===== config.mk =====
export PLATFORM = sky130hd
export DESIGN_NAME = uc_serial_loader
export DESIGN_NICKNAME = d
export VERILOG_FILES = /design/src/rtl/uc_serial_loader.sv
export SDC_FILE = /design/constraint.sdc
export NUM_CORES = 1
export LEC_CHECK = 0
export CORE_MARGIN = 2
export CORE_UTILIZATION = 47
export CTS_CLUSTER_DIAMETER = 100
export DETAILED_ROUTE_END_ITERATION = 6
export HOLD_SLACK_MARGIN = 0.1
export PLACE_DENSITY_LB_ADDON = 0.05
export SYNTH_ARGS = -nofsm -noshare
export SYNTH_HDL_FRONTEND = slang
export SYNTH_SLANG_ARGS = --single-unit

===== constraint.sdc =====
create_clock -name CLK -period 3.08 [get_ports CLK]
set_input_delay 0.308 -clock CLK [delete_from_list [all_inputs] [get_ports CLK]]
set_output_delay 0.308 -clock CLK [all_outputs]
set_load 0.01 [all_outputs]

===== src/rtl/uc_serial_loader.sv =====
// Serial register loader: a uC shifts an 8-bit command and a payload over SCK/CS_N/MOSI,
// and a complete, well-formed frame updates either the dynamic or the static holding register.
module uc_serial_loader #(
    parameter int                    SIZESRDYN  = 16,
    parameter int                    SIZESRSTAT = 88,
    parameter logic [SIZESRDYN-1:0]  DYN_RST    = 16'h1234,
    parameter logic [SIZESRSTAT-1:0] STAT_RST   = 88'hABCDEF123456789ABCDEF1
) (
    input  logic                  CLK,
    input  logic                  RST,
    input  logic                  SCK,
    input  logic                  CS_N,
    input  logic                  MOSI,
    output logic [SIZESRDYN-1:0]  DYNLATCH,
    output logic [SIZESRSTAT-1:0] STATLATCH,
    output logic                  DYN_UPD,
    output logic                  STAT_UPD,
    output logic                  FRM_ERR,
    output logic                  BUSY
);

    typedef enum logic [1:0] {IDLE, CMD, PAYLOAD, DRAIN} state_t;

    localparam logic [7:0] CMD_DYN  = 8'h01;
    localparam logic [7:0] CMD_STAT = 8'h02;
    localparam logic [6:0] DYN_LEN  = 7'(SIZESRDYN);
    localparam logic [6:0] STAT_LEN = 7'(SIZESRSTAT);
    localparam logic [6:0] CNT_MAX  = 7'h7F;

    logic sck_meta, sck_sync, sck_prev;
    logic cs_meta, cs_sync, cs_prev;
    logic mosi_meta, mosi_sync;

    state_t                  state, state_nxt;
    logic [6:0]              cnt, cnt_nxt;
    logic [7:0]              cmd, cmd_nxt, cmd_shift;
    logic [SIZESRSTAT-1:0]   shadow, shadow_nxt;
    logic                    dyn_upd_nxt, stat_upd_nxt, frm_err_nxt;

    logic sck_rise, cs_fall, cs_rise, bit_take;

    // Idle values match a deselected bus so that reset never fakes a CS_N edge.
    // NOTE: every flop is written with <= so all registers update from pre-edge values.
    always_ff @(posedge CLK) begin
        if (RST) begin
            sck_meta  <= 1'b1;
            sck_sync  <= 1'b1;
            sck_prev  <= 1'b1;
            cs_meta   <= 1'b1;
            cs_sync   <= 1'b1;
            cs_prev   <= 1'b1;
            mosi_meta <= 1'b0;
            mosi_sync <= 1'b0;
        end else begin
            sck_meta  <= SCK;
            sck_sync  <= sck_meta;
            sck_prev  <= sck_sync;
            cs_meta   <= CS_N;
            cs_sync   <= cs_meta;
            cs_prev   <= cs_sync;
            mosi_meta <= MOSI;
            mosi_sync <= mosi_meta;
        end
    end

    assign sck_rise = sck_sync & ~sck_prev;
    assign cs_fall  = ~cs_sync & cs_prev;
    assign cs_rise  = cs_sync & ~cs_prev;
    assign bit_take = sck_rise & ~cs_sync;

    always_ff @(posedge CLK) begin
        if (RST) begin
            state     <= IDLE;
            cnt       <= '0;
            cmd       <= '0;
            shadow    <= '0;
            DYN_UPD   <= 1'b0;
            STAT_UPD  <= 1'b0;
            FRM_ERR   <= 1'b0;
            DYNLATCH  <= DYN_RST;
            STATLATCH <= STAT_RST;
        end else begin
            state    <= state_nxt;
            cnt      <= cnt_nxt;
            cmd      <= cmd_nxt;
            shadow   <= shadow_nxt;
            DYN_UPD  <= dyn_upd_nxt;
            STAT_UPD <= stat_upd_nxt;
            FRM_ERR  <= frm_err_nxt;
            if (dyn_upd_nxt) begin
                DYNLATCH <= shadow[SIZESRDYN-1:0];
            end
            if (stat_upd_nxt) begin
                STATLATCH <= shadow;
            end
        end
    end

    // NOTE: defaults first so no path through the case leaves a signal unassigned (no latches).
    always_comb begin
        state_nxt    = state;
        cnt_nxt      = cnt;
        cmd_nxt      = cmd;
        shadow_nxt   = shadow;
        dyn_upd_nxt  = 1'b0;
        stat_upd_nxt = 1'b0;
        frm_err_nxt  = 1'b0;
        cmd_shift    = {cmd[6:0], mosi_sync};

        case (state)
            IDLE: begin
                if (cs_fall) begin
                    state_nxt  = CMD;
                    cnt_nxt    = '0;
                    cmd_nxt    = '0;
                    shadow_nxt = '0;
                end
            end
            CMD: begin
                if (cs_rise) begin
                    state_nxt   = IDLE;
                    frm_err_nxt = 1'b1;
                end else if (bit_take) begin
                    cmd_nxt = cmd_shift;
                    if (cnt == 7'd7) begin
                        cnt_nxt   = '0;
                        state_nxt = (cmd_shift == CMD_DYN || cmd_shift == CMD_STAT) ? PAYLOAD : DRAIN;
                    end else begin
                        cnt_nxt = cnt + 7'd1;
                    end
                end
            end
            PAYLOAD: begin
                if (cs_rise) begin
                    state_nxt = IDLE;
                    if (cmd == CMD_DYN && cnt == DYN_LEN) begin
                        dyn_upd_nxt = 1'b1;
                    end else if (cmd == CMD_STAT && cnt == STAT_LEN) begin
                        stat_upd_nxt = 1'b1;
                    end else begin
                        frm_err_nxt = 1'b1;
                    end
                end else if (bit_take) begin
                    shadow_nxt = {shadow[SIZESRSTAT-2:0], mosi_sync};
                    // Saturation keeps an over-long payload from wrapping back to a valid length.
                    if (cnt != CNT_MAX) begin
                        cnt_nxt = cnt + 7'd1;
                    end
                end
            end
            DRAIN: begin
                if (cs_rise) begin
                    state_nxt   = IDLE;
                    frm_err_nxt = 1'b1;
                end
            end
            default: state_nxt = IDLE;
        endcase
    end

    assign BUSY = (state != IDLE);

endmodule


; Word-level counts from Yosys, hierarchy flattened
; Index checks and enable logic that the tools add are counted.
[op_classes]
n_mux = 35
eq_ne = 20
reduce_logical = 14
bitwise_logic = 7
n_addsub = 1
[op_table]
columns = cell, count
row1 = $mux W88, 3
row2 = $pmux W88 S2, 1
row3 = $mux W7, 7
row4 = $mux W8, 3
row5 = $pmux W7 S3, 1
row6 = $eq A8 B1 Y1 const B, 2
row7 = $eq A8 B2 Y1 const B, 2
row8 = $pmux W8 S2, 1
row9 = $mux W1, 12
row10 = $ne A2 B2 Y1 const B, 6
row11 = $reduce_and A4 Y1, 3
row12 = $mux W2, 5
row13 = $add A7 B1 Y7 const B, 1
row14 = $eq A7 B3 Y1 const B, 1
row15 = $eq A7 B5 Y1 const B, 1
row16 = $eq A7 B7 Y1 const B, 1
row17 = $ne A7 B7 Y1 const B, 1
row18 = $reduce_and A7 Y1, 1
row19 = $ne A3 B3 Y1 const B, 2
row20 = $pmux W2 S3, 1
row21 = $reduce_bool A2 Y1, 3
row22 = $and A1 B1 Y1, 4
row23 = $eq A2 B2 Y1 const B, 2
row24 = $reduce_or A2 Y1, 2
row25 = other kinds (8), 11
[word_totals]
out_inout_bits = 108
input_bits = 5
regBits = 220
elab_cells = 94

; Longest topological paths before layout
; Gate-level depths: netlist of the first run.
[logic_depth]
ltp_word = 7
mapped_depth = 10
depth_no_buf = 7

; Worst setup path before layout of the first run
; Ideal clock, no wire load.
[synth_timing]
kind = register -> register
startpoint = register state[0]
endpoint = register cnt[2]
required_ns = 3.009
arrival_time_ns = 2.110
setup_slack_ns = 0.900
setup_time_ns = 0.071
n_path_buf = 1
synth_period_minus_slack_ns = 2.180
stages_incl_launch_ff = 9
path_cell_list = dfxtp_1 -> inv_1 -> ha_1 -> nor2b_1 -> a2111o_1 -> buf_2 -> o32a_1 -> or4b_1 -> a21oi_1
[synth_via]
elab_chain_cells = 3
word_cells_on_any_way = 12
cone_classes = 8 x eq/ne / 1 x mux / 3 x reduce/logical
[synth_rtl]
columns = item, line
row1 = start: declaration, 34  ; state_t state, state_nxt;
row2 = start signal: assignment, 83  ; state <= state_nxt;
row3 = $eq A2 B2 Y1 (tied with other cells), 110  ; case (state)
row4 = $ne A2 B2 Y1 (no source line) or $reduce_bool A3 Y1 (tied branches), -
row5 = $reduce_and A7 Y1 (no source line), -
row6 = end signal: assignment, 84  ; cnt <= cnt_nxt;
row7 = end: declaration, 35  ; logic [6:0] cnt, cnt_nxt;
; Parallel ways exist; a longest one is shown, timed or not.
; A chain may end at the register's enable or synchronous reset.

; Worst setup path in the final report of the first run
[layout_timing]
startpoint = register state[0]
endpoint = register cnt[5]
; Same word-level chain as after synthesis.

==> results of run 1 <==
==> cell usage in the layout (no fill, tap or decap), drive strengths merged, types with 2 or more instances in the layout <==
| master | synthesis | final |
|---|---|---|
| nand2 | 280 | 280 |
| dfxtp | 220 | 220 |
| nand3 | 148 | 148 |
| a21oi | 144 | 144 |
| clkdlybuf4s50 | 0 | 111 |
| clkbuf | 54 | 32 |
| nor2 | 30 | 30 |
| buf | 25 | 17 |
| mux2i | 13 | 13 |
| inv | 10 | 11 |
| nor3 | 8 | 8 |
| o21ai | 8 | 8 |
| or2 | 6 | 6 |
| ha | 6 | 6 |
| clkinv | 0 | 6 |
| nor2b | 5 | 5 |
| o31ai | 4 | 4 |
| nor3b | 3 | 3 |
| a32o | 3 | 3 |
| nand4 | 3 | 3 |
| and3 | 2 | 2 |
| a211oi | 2 | 2 |
| nor4 | 2 | 2 |
==> path summary, 6_finish.rpt <==
check / start / end / depth (start not counted)
min: RST / DYNLATCH[13]$_SDFFE_PP0P_ / 2
max reg2reg: state[0]$_SDFFE_PP0P_ / cnt[5]$_SDFFE_PP0P_ / 6
max: state[0]$_SDFFE_PP0P_ / cnt[5]$_SDFFE_PP0P_ / 6
min reg2reg: cs_meta$_SDFF_PP1_ / cs_sync$_SDFF_PP1_ / 1
==> logic make-up (layout without fill, tap and decap cells) <==
group                    count (synthesis)  in the layout  synth area share
AO/OA/AOI/OAI                          171            171            0.1149
AND/OR/NAND/NOR                        494            494            0.2682
flip-flops                             220            220            0.5451
adder cells (fa/ha/maj)                  6              6          0.009292
multiplexers                            13             13           0.01611
XOR/XNOR                                 1              1          0.001084
buffers and inverters                   89            178           0.04522
==> worst max-delay path, delay by kind of cell, from the launching register on <==
| kind | cells | cell delay, ns |
|---|---|---|
| AO/OA/AOI/OAI | 3 | 1.15 |
| adder cells (fa/ha/maj) | 1 | 0.50 |
| buffers and inverters | 1 | 0.14 |
| flip-flops | 1 | 0.32 |
| AND/OR/NAND/NOR | 1 | 0.26 |
==> metal layers <==
metal / GRT usage / routed length, µm
met1: 0.2892 / 9142
met2: 0.3322 / 8625
met5: 0 / 0
met4: 0.05613 / 349
met3: 0.02890 / 754
==> layout make-up <==
cell class,instances,share of cell area
clock buffer,32,0.06572
timing repair buffer,128,0.1251
inverter,10,0.003741
clock inverter,8,0.004988
sequential,220,0.4390
tap,220,0.02743
multi-input combinational,685,0.3341
==> Yosys cell counts (2+ instances only) <==
master	count
buf_1	9
nand4_1	2
and3_1	2
a32o_1	3
nand3_1	148
nor2_1	30
inv_1	10
a21oi_1	144
nand2_1	280
a211oi_1	2
or2_2	6
ha_1	6
nor3b_1	3
mux2i_1	13
nor3_1	8
clkbuf_1	54
o31ai_1	4
dfxtp_1	220
nor2b_1	5
buf_2	13
o21ai_0	7
buf_4	2
==> stage by stage <==
step           setup slack (ns)    util  instance area [µm²]
5_1_grt                  0.4037  0.6008                10030
3_5_place_dp             0.6204  0.5583                 9324
3_3_place_gp             0.6595  0.5583                 9324
4_1_cts                  0.6190  0.6008                10030
2_1_floorplan            0.8998       -                 8079
6_report                 0.5953  0.6008                10030
==> state kept, by name, summed over array words and instances, names as in the netlist <==
name       count
sck_prev       1
cs_prev        1
STAT_UPD       1
state          2
shadow        88
cs_meta        1
sck_meta       1
mosi_meta      1
DYN_UPD        1
STATLATCH     88
FRM_ERR        1
DYNLATCH      16
mosi_sync      1
cmd            8
sck_sync       1
cs_sync        1
cnt            7
==> report_power, final <==
group	internal, mW	total [mW]	switching [mW]	leakage, nW
clock	1.49	2.58	1.08	0.352
combinational	0.128	0.491	0.363	1.59
sequential	2.86	2.87	0.0105	1.78
total	4.48	5.94	1.46	3.72
==> flow_metrics.tcl, run 1 <==
set metrics [dict create \
    synth_nets 1005 \
    synthToLayoutAreaGrowth_pct 24.19 \
    tns_ns 0 \
    async_flop_share 0 \
    cts_htree_levels 1 \
    cp-start-kind "register" \
    max_stage_delay_ns 0.64 \
    row_count 47 \
    synth_warnings 0 \
    vias_per_cell 5.266 \
    grt_antenna_before_repair 0 \
    synth_area_per_cell_um2 8.128 \
    cts_setup_buffers 0 \
    grt_pass1_wl_um 31290 \
    synth_cells 994 \
    cts_tree "yes" \
    multi_input_area_um2 3352 \
    yosys.area.top_type_share 0.5451 \
    ys.flop_type "dfxtp_1" \
    place_inst 1263 \
    n_antenna_cell 0 \
    critical_path_required_ns 3.47 \
    regArea_um2 4404 \
    clk_latency_ns 0.50 \
    final_nets 1079 \
    setup_violations 0 \
    synth_edf_count 0 \
    finalNonFillerCells 1303 \
    grt_overflow_total 0 \
    p_leak_nw 3.722 \
    start_util 0.4837 \
    ioPinCount 113 \
    fin_crit_sh 0.8067 \
    grt_max_degree 90 \
    critPathKind "register to register" \
    track_usage 0.2054 \
    crit_arrival_ns 2.88 \
    core-area_um2 16700 \
    period_minus_slack_ns 2.485 \
    dr.first_iter.drc_count 373 \
    cts_buffer_depth 3 \
    hpwl_um 11200 \
    io_buffers 112 \
    num-fill-cells 1591 \
    crit_slowest_cell "o32ai_1" \
    path_clk_slew_ns 0.06 \
    cts.sinks 220 \
    die_area_um2 18250 \
    holdWs_ns 0.1539 \
    ir_drop_uv 415.1 \
    synth_top_area_cell "dfxtp_1" \
    cts_resized 0 \
    tightest_slew_ns 0.9638 \
    regToRegSetupSlack_ns 0.60 \
    hold_class "input pin to register" \
    first_global_vias 6260 \
    cts_buffers 23 \
    post_drt_wl_per_cell_um 14.48 \
    root_buffer "clkbuf_16" \
    ys_seq_elements 220 \
    power_density_nw_per_um2 591.8 \
    cts_hold_buffers 0 \
    synthTopCellsByArea "dfxtp_1 (55%), nand2_1 (13%), nand3_1 (9.2%)" \
    die_h_um 135.1 \
    slew_headroom 0.3574 \
    design_power_total_mw 5.938 \
    status "finished clean" \
    syn_area_um2 8079 \
    drt-pass1-iter-count 5 \
    drive_gt1_frac 0.06187 \
    cap_viol_max_count 0 \
    ys_types 45 \
    fp.dieW_um 135.1 \
    path_cells "inv_1 -> ha_4 -> nand2_1 -> o32ai_1 -> o21ai_0 -> a32o_1" \
    slew_violations 0 \
    skew_ns 0.01597 \
    vias 6861 \
    rsz0062_at_grt "false" \
    drt-total-wl_um 18870 \
    crit_fanout 45 \
    ant_nets 0 \
    critPathCaptureType "register" \
    hold_viol_final 0 \
    drc 0 \
    gp_congestion 0.8249 \
    fmax_ghz 0.4025 \
    ys_seq_area_frac 0.5451 \
]
No activity file was read; power rests on OpenSTA's default activity.
==> run 2: changes to the inputs <==
==> constraint.sdc (replaced) <==
create_clock -name CLK -period 2.4 [get_ports CLK]
set_input_delay 0.24 -clock CLK [delete_from_list [all_inputs] [get_ports CLK]]
set_output_delay 0.24 -clock CLK [all_outputs]
set_load 0.01 [all_outputs]
==> run 2 against run 1 <==
  * Flip-flop and latch count did not move
  * Largest power group unchanged
  * Hold slack got worse by 0.017 ns
  * Sequential share of layout area fell by 0.81 points
  * Wire length rose by 1.8%
  * Non-clock buffer count rose by 2
  * Die area did not move
  * Core utilization rose by 1.2 points
  * Clock skew fell by 0.0062 ns
  * First-iteration DRC count rose by 25%
  * Register-to-register slack got worse by 0.43 ns
  * Sequential power rose by 28%
==> flow_metrics.tcl, run 2 (same netlist as run 1, synthesis figures left out) <==
set metrics [dict create \
    tightest_slew_ns 0.6556 \
    multi_input_area_um2 3367 \
    cts_buffers 23 \
    critical_path_required_ns 2.83 \
    drt-total-wl_um 19200 \
    critPathCaptureType "register" \
    io_buffers 112 \
    skew_ns 0.009745 \
    cp-start-kind "register" \
    vias 6892 \
    period_minus_slack_ns 2.235 \
    layout_common_cells "nand2_1 (280), dfxtp_1 (219), nand3_1 (148), a21oi_1 (143), clkdlybuf4s50_1 (111)" \
    hold_class "input pin to register" \
    post_drt_wl_per_cell_um 14.73 \
    p_leak_nw 3.799 \
    grt_pass1_wl_um 31260 \
    die_area_um2 18250 \
    cts_tree "yes" \
    cts_buffer_depth 3 \
    row_count 47 \
    grt_antenna_before_repair 0 \
    status "finished clean" \
    vias_per_cell 5.285 \
    slew_headroom 0.5629 \
    cts_htree_levels 1 \
    track_usage 0.2051 \
    dr.first_iter.drc_count 466 \
    crit_arrival_ns 2.66 \
    root_buffer "clkbuf_16" \
    ant_nets 0 \
    start_util 0.4837 \
    setup_violations 0 \
    fmax_ghz 0.4474 \
    drive_gt1_frac 0.06734 \
    cts_hold_buffers 0 \
    slew_violations 0 \
    gp_congestion 0.8070 \
    grt_max_degree 94 \
    core-area_um2 16700 \
    hpwl_um 11230 \
    ioPinCount 113 \
    tns_ns 0 \
    die_h_um 135.1 \
    critPathKind "register to register" \
    synthToLayoutAreaGrowth_pct 26.58 \
    layout_commonest_cell "nand2_1" \
    ir_drop_uv 624.0 \
    drt-pass1-iter-count 5 \
    n_antenna_cell 0 \
    num-fill-cells 1556 \
    fp.dieW_um 135.1 \
    cts.sinks 220 \
    holdWs_ns 0.1369 \
    cap_viol_max_count 0 \
    final_nets 1081 \
    reg_top3 "STATLATCH: 88 flops, shadow: 88 flops, DYNLATCH: 16 flops" \
    cts_setup_buffers 0 \
    design_power_total_mw 7.970 \
    crit_fanout 6 \
    path_clk_slew_ns 0.06 \
    hold_viol_final 0 \
    clk_latency_ns 0.50 \
    power_density_nw_per_um2 779.3 \
    cts_resized 0 \
    regArea_um2 4405 \
    fin_crit_sh 0.9314 \
    rsz0062_at_grt "false" \
    drc 0 \
    first_global_vias 6242 \
    grt_overflow_total 0 \
]
run 2: cell count changes in the layout (fill, tap and decap cells not counted), sizes merged:
cell	previous run	this run
clkinv	6	5
buf	17	19
clkinvlp	1	0
inv	11	10
clkbuf	32	31
bufinv	0	3
run 2: worst max-delay path, cell delays in order (launching register included):
cell and delay [ns]:
dfxtp_1 0.36, inv_1 0.11, ha_2 0.24, nor2b_1 0.14, a2111o_1 0.43, o32a_1 0.23, or4b_1 0.52, a21oi_1 0.13
run 2: layout make-up:
type                       count  share of cell area
clock buffer                  31             0.06411
tap                          220             0.02692
inverter                      10            0.003671
timing repair buffer         130              0.1340
sequential                   220              0.4308
multi-input combinational    685              0.3293
clock inverter                 8             0.01126
run 2: where the power goes:
group	internal, mW	switching, mW	total (mW)
clock network	2.22	1.38	3.60
registers	3.67	0.0147	3.68
logic	0.198	0.486	0.684
total	6.09	1.88	7.97
run 2: stage by stage:
stage | area, µm² | utilization | setup WS, ns | std cells
6_report | 10230 | 0.6123 | 0.1647 | 1304
5_1_grt | 10230 | 0.6123 | 0.02439 | 1304
4_1_cts | 10210 | 0.6113 | 0.1161 | 1304
3_5_place_dp | 9439 | 0.5652 | 0.1289 | 1265
3_3_place_gp | 9439 | 0.5652 | 0.1831 | 1265
2_1_floorplan | 8079 | - | 0.2198 | 994
run 2: worst paths after layout:
path	slack (ns)	to	startpoint	cells past startpoint
setup / recovery	0.16	cnt[2]$_SDFFE_PP0P_	state[0]$_SDFFE_PP0P_	7
hold reg to reg	0.41	cs_sync$_SDFF_PP1_	cs_meta$_SDFF_PP1_	1
setup reg to reg	0.16	cnt[2]$_SDFFE_PP0P_	state[0]$_SDFFE_PP0P_	7
hold / removal	0.14	state[1]$_SDFFE_PP0P_	RST	2
run 2: metal layers:
| metal | vias up | wire (µm) | global-route usage |
|---|---|---|---|
| met3 | 19 | 830 | 0.03116 |
| met2 | 149 | 9048 | 0.3378 |
| met1 | 3238 | 9064 | 0.2836 |
| met5 | - | 0 | 0 |
| li1 | 3486 | - | - |
| met4 | 0 | 261 | 0.05208 |
==> run 3: changes to the inputs <==
--- a/config.mk
+++ b/config.mk
@@ -7,6 +7,7 @@
 export LEC_CHECK = 0
 export CORE_MARGIN = 2
 export CORE_UTILIZATION = 47
+export CTS_BUF_LIST = sky130_fd_sc_hd__clkbuf_4 sky130_fd_sc_hd__clkbuf_8 sky130_fd_sc_hd__clkbuf_16
 export CTS_CLUSTER_DIAMETER = 100
 export DETAILED_ROUTE_END_ITERATION = 6
 export HOLD_SLACK_MARGIN = 0.1
==> run 3 against run 2 <==
  * Combinational power is essentially flat
  * Global-route usage is the same
  * Register-to-register slack is essentially flat
  * Power grew 0.47%
  * Fmax is essentially flat
  * Clock skew grew 0.00092 ns
  * Clock power grew 1%
  * Setup slack lost 0.0018 ns
  * Sequential share of layout area is essentially flat
  * Clock-buffer cell count is the same
  * Highest routed layer unchanged
==> flow_metrics.tcl, run 3 (same netlist as run 1, synthesis figures left out) <==
set metrics [dict create \
    place_inst 1265 \
    grt_overflow_total 0 \
    critical_path_required_ns 2.83 \
    holdPathStages 2 \
    status "finished clean" \
    fin_crit_sh 0.9321 \
    critPathKind "register to register" \
    worst-path-stages 7 \
    vias_per_cell 5.313 \
    root_buffer "clkbuf_16" \
    path_clk_slew_ns 0.06 \
    final_nets 1081 \
    ir_drop_uv 624.0 \
    post_drt_wl_per_cell_um 14.73 \
    seqPwrFrac 0.460 \
    cts_buffer_depth 3 \
    grt_max_degree 94 \
    slew_headroom 0.5647 \
    die_h_um 135.1 \
    core-area_um2 16700 \
    crit_arrival_ns 2.66 \
    p_sw_mw 1.882 \
    hold_viol_final 0 \
    grt_antenna_before_repair 0 \
    cp_top_family "compound AO/OA/AOI/OAI gates" \
    grt_pass1_wl_um 31260 \
    drt-total-wl_um 19210 \
    layout_commonest_cell "nand2_1" \
    drive_gt1_frac 0.07011 \
    regToRegSetupSlack_ns 0.16 \
    cts_buffers 23 \
    hold_class "input pin to register" \
    critPathCaptureType "register" \
    gp_congestion 0.8070 \
    track_usage 0.2051 \
    ioPinCount 113 \
    tns_ns 0 \
    crit_slowest_cell "or4b_1" \
    cap_viol_max_count 0 \
    p_int_mw 6.125 \
    fp.dieW_um 135.1 \
    max_stage_delay_ns 0.52 \
    tightest_slew_ns 0.6530 \
    n_antenna_cell 0 \
    rsz0062_at_grt "false" \
    crit_fanout 6 \
    cts_tree "yes" \
    first_global_vias 6248 \
    crit_buf_inv 1 \
    placedInstanceArea_um2 9439 \
    slew_violations 0 \
    p_clk_frac 0.455 \
    vias 6928 \
    skew_ns 0.01066 \
    drt-pass1-iter-count 5 \
    finalNonFillerCells 1304 \
    synthToLayoutAreaGrowth_pct 26.71 \
    design_power_total_mw 8.007 \
    p_leak_nw 3.810 \
    drc 0 \
    hpwl_um 11230 \
    r2r_cells 7 \
    clk_latency_ns 0.50 \
    start_util 0.4837 \
    io_buffers 112 \
    row_count 47 \
    dr.first_iter.drc_count 480 \
    reg_top3 "STATLATCH: 88 flops, shadow: 88 flops, DYNLATCH: 16 flops" \
    path_cells "inv_1 -> ha_2 -> nor2b_1 -> a2111o_1 -> o32a_1 -> or4b_1 -> a21oi_1" \
    power_density_nw_per_um2 782.1 \
    period_minus_slack_ns 2.237 \
    cts.sinks 220 \
    die_area_um2 18250 \
    holdWs_ns 0.1362 \
    setup_violations 0 \
    p_comb_frac 0.085 \
    cts_htree_levels 1 \
    layout_common_cells "nand2_1 (280), dfxtp_1 (219), nand3_1 (148), a21oi_1 (143), clkdlybuf4s50_1 (111)" \
    cp-start-kind "register" \
    ant_nets 0 \
    p_sw_frac 0.2350 \
    fmax_ghz 0.4470 \
    design_area_um2 10240 \
]
run 3: cell counts in the layout (fill, tap and decap cells not counted):
No cell type changed its count.
run 3: worst register-to-register path, stage by stage, from the launching register on:
cell and delay (ns):
dfxtp_1 0.36, inv_1 0.11, ha_2 0.24, nor2b_1 0.14
a2111o_1 0.43, o32a_1 0.23, or4b_1 0.52, a21oi_1 0.13
run 3: final timing paths:
kind                                            start               endpoint
worst max-delay path            state[0]$_SDFFE_PP0P_    cnt[2]$_SDFFE_PP0P_
worst min-delay path                              RST  state[1]$_SDFFE_PP0P_
worst max register to register  state[0]$_SDFFE_PP0P_    cnt[2]$_SDFFE_PP0P_
worst min register to register     cs_meta$_SDFF_PP1_     cs_sync$_SDFF_PP1_
run 3: layer usage:
layer	vias to the layer above	wire (µm)	global-route usage
li1	3485	-	-
met1	3241	8977	0.2836
met2	183	9010	0.3376
met3	19	959	0.03116
met4	0	261	0.05266
met5	-	0	0
run 3: power by group through the flow:
stage               combinational [mW]  clock, mW  sequential (mW)
finish                           0.683       3.64             3.68
global route                     0.739       3.86             3.69
detailed placement               0.664          0             3.76
floorplan                        0.444          0             3.76
global placement                 0.666          0             3.76
CTS                              0.668       3.71             3.68
run 3: what timing repair did:
action                                  CTS  global route
buffers inserted                          0             0
hold buffers                              0             0
endpoints found under the setup margin    0            12
resized for setup                         0             4
run 3: area by class of cell:
cell class / instances / area [µm²]
clock buffers: 31 / 666.9
well taps: 220 / 275.3
fillers: 1552 / 6464
multi-input cells: 685 / 3367
inverters: 10 / 37.54
flip-flops and latches: 220 / 4405
repair buffers: 130 / 1370
clock inverters: 8 / 115.1
run 3: per-stage QoR:
step	utilization	worst slack [ns]
floorplan	-	0.2198
global placement	0.5652	0.1831
detailed placement	0.5652	0.1289
CTS	0.6120	0.1161
global route	0.6130	0.02439
finish	0.6130	0.1630
